$ cat src/rtl/flex_updown_counter.sv
// Up/down counter with a runtime-programmable rollover value, parallel load and a registered wrap pulse.
// Optional wrap-event counter output enabled by defining ROLL_COUNT_EN.
module flex_updown_counter #(
  parameter int NUM_BITS  = 4,
  parameter int ROLL_BITS = 8
) (
  input  logic                 clk,
  input  logic                 rst,
  input  logic                 clear,
  input  logic                 load,
  input  logic [NUM_BITS-1:0]  load_val,
  input  logic                 count_enable,
  input  logic                 count_down,
  input  logic [NUM_BITS-1:0]  rollover_val,
  output logic [NUM_BITS-1:0]  count_out,
  output logic                 rollover_flag,
  output logic                 wrap_pulse
`ifdef ROLL_COUNT_EN
  ,
  output logic [ROLL_BITS-1:0] roll_count
`endif
);

  if (NUM_BITS < 2 || NUM_BITS > 32 || ROLL_BITS < 1) begin : g_bad_param
    $error("flex_updown_counter: illegal NUM_BITS/ROLL_BITS");
  end

  localparam logic [NUM_BITS-1:0] ONE = NUM_BITS'(1);

  logic [NUM_BITS-1:0] cnt_d, cnt_q;
  logic [NUM_BITS-1:0] wrap_pt;
  logic                flag_d, flag_q;
  logic                pulse_d, pulse_q;
  logic                roll_zero;

  assign roll_zero = (rollover_val == '0);

  always_comb begin
    cnt_d   = cnt_q;
    pulse_d = 1'b0;
    if (clear) begin
      cnt_d = '0;
    end else if (load) begin
      cnt_d = load_val;
    end else if (count_enable && !roll_zero) begin
      if (!count_down) begin
        if (cnt_q >= rollover_val) begin
          cnt_d   = ONE;
          pulse_d = 1'b1;
        end else begin
          cnt_d = cnt_q + ONE;
        end
      end else begin
        // Anything at or below 1, or stranded above R by a load, reloads R.
        if (cnt_q <= ONE || cnt_q > rollover_val) begin
          cnt_d   = rollover_val;
          pulse_d = 1'b1;
        end else begin
          cnt_d = cnt_q - ONE;
        end
      end
    end
    // Flag is precomputed from the next count so it lines up with count_out.
    wrap_pt = count_down ? ONE : rollover_val;
    flag_d  = !roll_zero && (cnt_d == wrap_pt);
  end

  always_ff @(posedge clk) begin
    if (rst) begin
      cnt_q   <= '0;
      flag_q  <= 1'b0;
      pulse_q <= 1'b0;
    end else begin
      cnt_q   <= cnt_d;
      flag_q  <= flag_d;
      pulse_q <= pulse_d;
    end
  end

  assign count_out     = cnt_q;
  assign rollover_flag = flag_q;
  assign wrap_pulse    = pulse_q;

`ifdef ROLL_COUNT_EN
  logic [ROLL_BITS-1:0] roll_d, roll_q;

  always_comb begin
    roll_d = roll_q;
    if (clear)        roll_d = '0;
    else if (pulse_d) roll_d = roll_q + ROLL_BITS'(1);
  end

  always_ff @(posedge clk) begin
    if (rst) roll_q <= '0;
    else     roll_q <= roll_d;
  end

  assign roll_count = roll_q;
`endif

endmodule

$ cat config.mk
export PLATFORM = sky130hd
export DESIGN_NAME = flex_updown_counter
export DESIGN_NICKNAME = d
export VERILOG_FILES = /design/src/rtl/flex_updown_counter.sv
export SDC_FILE = /design/constraint.sdc
export NUM_CORES = 1
export LEC_CHECK = 0
export ABC_AREA = 1
export CAP_MARGIN = 20
export CORE_MARGIN = 2
export CORE_UTILIZATION = 51
export CTS_CLUSTER_DIAMETER = 150
export DETAILED_ROUTE_END_ITERATION = 6
export PLACE_DENSITY = 0.83
export SLEW_MARGIN = 0
export SYNTH_ARGS = -nofsm -noshare
export SYNTH_HDL_FRONTEND = slang
export SYNTH_SLANG_ARGS = --single-unit
$ cat constraint.sdc
create_clock -name clk -period 2.93 [get_ports clk]
set_clock_uncertainty 0.05 [all_clocks]
set_input_delay 0.7325 -clock clk [delete_from_list [all_inputs] [get_ports clk]]
set_output_delay 0.7325 -clock clk [all_outputs]
set_load 0.02 [all_outputs]
==> flow_summary.yaml <==
detailed_routing:
  dr.first_iter.drc_count: 25
  postRouteAntennaNets: 0
  drc: 0
  wire_per_inst_um: 11.7
  wl_mm: 1.84
  num_vias: 854
  firstDrtPassIters: 4
  via_per_inst: 5.41
timing:
  post-route-period-util_pct: 88.9
  worstMarginPinSlew_ns: 0.337
  setup_viol: 0
  finalSetupTns_ns: 0
  relSlewSlack_pct: 77.4
  period_needed_ns: 2.60
  clock.fmax_mhz: 384
  hold_viol: 0
  rsz0062_at_grt: "no"
  drv_slew: 0
power_and_ir_drop:
  combinationalPowerShare_pct: 45.2
  p_total_w: 0.000305
  leakagePower_nw: 0.501
  switching_share_pct: 37.1
  power.internal_w: 0.000192
  power.share.sequential_pct: 30.2
  p_switching_w: 0.000113
  p_per_area_nw_per_um2: 310
  clkPwrFrac_pct: 24.7
  ir_worst_vdd_mv: 0.255
hold_path:
  hp-class: "flop to flop"
synth:
  synth.most_common_cell: "nand2_1"
  syn-num-nets: 144
  synth_area_per_cell_um2: 6.23
  ys_ff_latch: 6
  synth_top_cell_by_area: "dfxtp_1"
  synthArstFlopShare_pct: 0
  synth_area_um2: 766
  ys_warn_count: 0
  synth_edf_count: 0
  synth_top_area_share_pct: 15.7
  synth_cell_types: 24
  ys_seq_area_share_pct: 15.7
  synth_top_flop_cell: "dfxtp_1"
  postSynthCellCount: 123
  synth_area_leaders: "dfxtp_1, nand2_1, ha_1"
  yosys-top-cells-count: "nand2_1, inv_1, nand3_1, nor2_1, a21oi_1"
clock_tree:
  cts_tree: "yes"
  postCtsHoldBufs: 0
  clock_latency_ns: 0.25
  post_cts_buffers: 0
  cts_buffers: 3
  clkSlewWorstSetupHoldPaths_ns: 0.04
  h-tree-depth: 1
  root_buffer: "clkbuf_4"
  post_cts_resized: 0
  cts.sink_count: 6
  cts.path.max_buffers: 2
global_route:
  grt_overflow: 0
  grt_pass1_wl_mm: 3.19
  antenna_found_initial: 0
  grt_use_total_pct: 22.8
  grt_pass1_vias: 795
  grt_max_degree: 10
finish:
  multi_input_area_um2: 547
  fillers: 124
  area_growth_pct: 28.6
  seq_area_um2: 120
  drive_above_1_share_pct: 12.6
  final_cells: 158
  n_antenna_cell: 0
  fin_nets: 166
place:
  routabilityCongestion: 0.835
  placedCellCount: 155
  place.port_buffers: 19
  dp_hpwl_mm: 1.54
worst_setup_path:
  critPathMaxFanout: 5
  cpPeakStageDelay_ns: 0.48
  slowest_stage: "clkdlybuf4s50_1"
  startpoint_type: "input pin"
  path_cells: "clkdlybuf4s50_1 -> inv_1 -> ha_1 -> nand2_1 -> nand2_1 -> nand2_2 -> nand2_2 -> nand2_4 -> nand2_4 -> a21oi_2 -> nand2_1 -> nand2_1 -> nand2_2 -> nand2_1 -> nand2_1 -> nor2_1 -> nand2_1 -> nor2_2"
  path_common_cell: "nand2_1"
  critPathKind: "input pin to flop"
  arrival_ns: 2.74
  cp-end-kind: "flop"
  required_ns: 3.07
run:
  maxCapViolCount: 0
die:
  fp-row-count: 13
  dieWidth_um: 42.8
  initial_core_util_pct: 56.7
  core_um2: 1350
  die-area_um2: 1830
  io-pin-count: 20
  die_h_um: 42.8
status:
  status: "finished clean"
path summary, 6_finish.rpt:
kind | from | end | slack, ns | cells after the start
setup / recovery | rollover_val[1] | rollover_flag | 0.33 | 18
hold / removal | count_out[0] | count_out[0] | 0.69 | 5
setup reg to reg | count_out[2] | rollover_flag | 0.90 | 16
hold reg to reg | count_out[0] | count_out[0] | 0.69 | 5
kinds of logic after synthesis:
logic type | after synthesis | synth area share [%]
and+or+nand+nor | 67 | 43.1
xor gates and xnor gates | 4 | 4.58
AOI/OAI and AO/OA | 14 | 12.3
adders and majority gates | 7 | 11.4
DFF | 6 | 15.7
buffers and inverters | 25 | 12.9
state kept, by name (all words and copies together) (netlist names):
register / flops
rollover_flag: 1
wrap_pulse: 1
count_out: 4
through the flow:
step / worst slack, ns / utilization [%] / area (um2) / hold WS, ns
after global routing: 0.112 / 72.9 / 985 / 0.755
after floorplan: 0.755 / - / 766 / 0.695
after global placement: 0.128 / 71.3 / 962 / 0.664
final: 0.325 / 72.9 / 985 / 0.690
after detailed placement: 0.0551 / 71.3 / 962 / 0.683
after CTS: 0.318 / 72.9 / 985 / 0.695
power by group through the flow:
stage	Combinational [W]	Sequential (W)	Clock (W)
6_report	0.000138	0.0000920	0.0000753
4_1_cts	0.000138	0.0000920	0.0000784
2_1_floorplan	0.0000908	0.0000963	0
3_5_place_dp	0.000137	0.0000935	0
5_1_grt	0.000153	0.0000927	0.0000820
3_3_place_gp	0.000133	0.0000931	0
metal layers:
layer	wire, um	vias to the layer above	GRT usage [%]
met5	0	-	0
met4	0	0	3.75
met3	130	0	6.81
met2	926	31	40.0
met1	786	394	27.5
li1	-	429	-
area by class of cell:
cell class,instances,share of cell area (%)
Clock buffer,3,2.29
Inverter,23,8.77
Multi-Input combinational cell,92,55.5
Sequential cell,6,12.2
Tap cell,15,1.91
Timing Repair Buffer,19,19.3
placed cells by master, fill, tap and decap left out, types with 3 or more instances in the layout:
cell	count
nand2_2	3
inv_2	3
clkbuf_4	3
nor2_1	11
xor2_1	3
nand2_1	31
nand3_1	11
dfxtp_1	6
inv_1	19
clkdlybuf4s50_1	19
ha_1	7
a21oi_1	9
critical path: cells and delay by family:
family,cells,cell delay [ns]
AO/OA/AOI/OAI,1,0.12
adder cells (fa/ha/maj),1,0.34
buffers and inverters,2,0.56
AND/OR/NAND/NOR,14,0.98
Note: power is estimated with default switching activity, not from simulation.
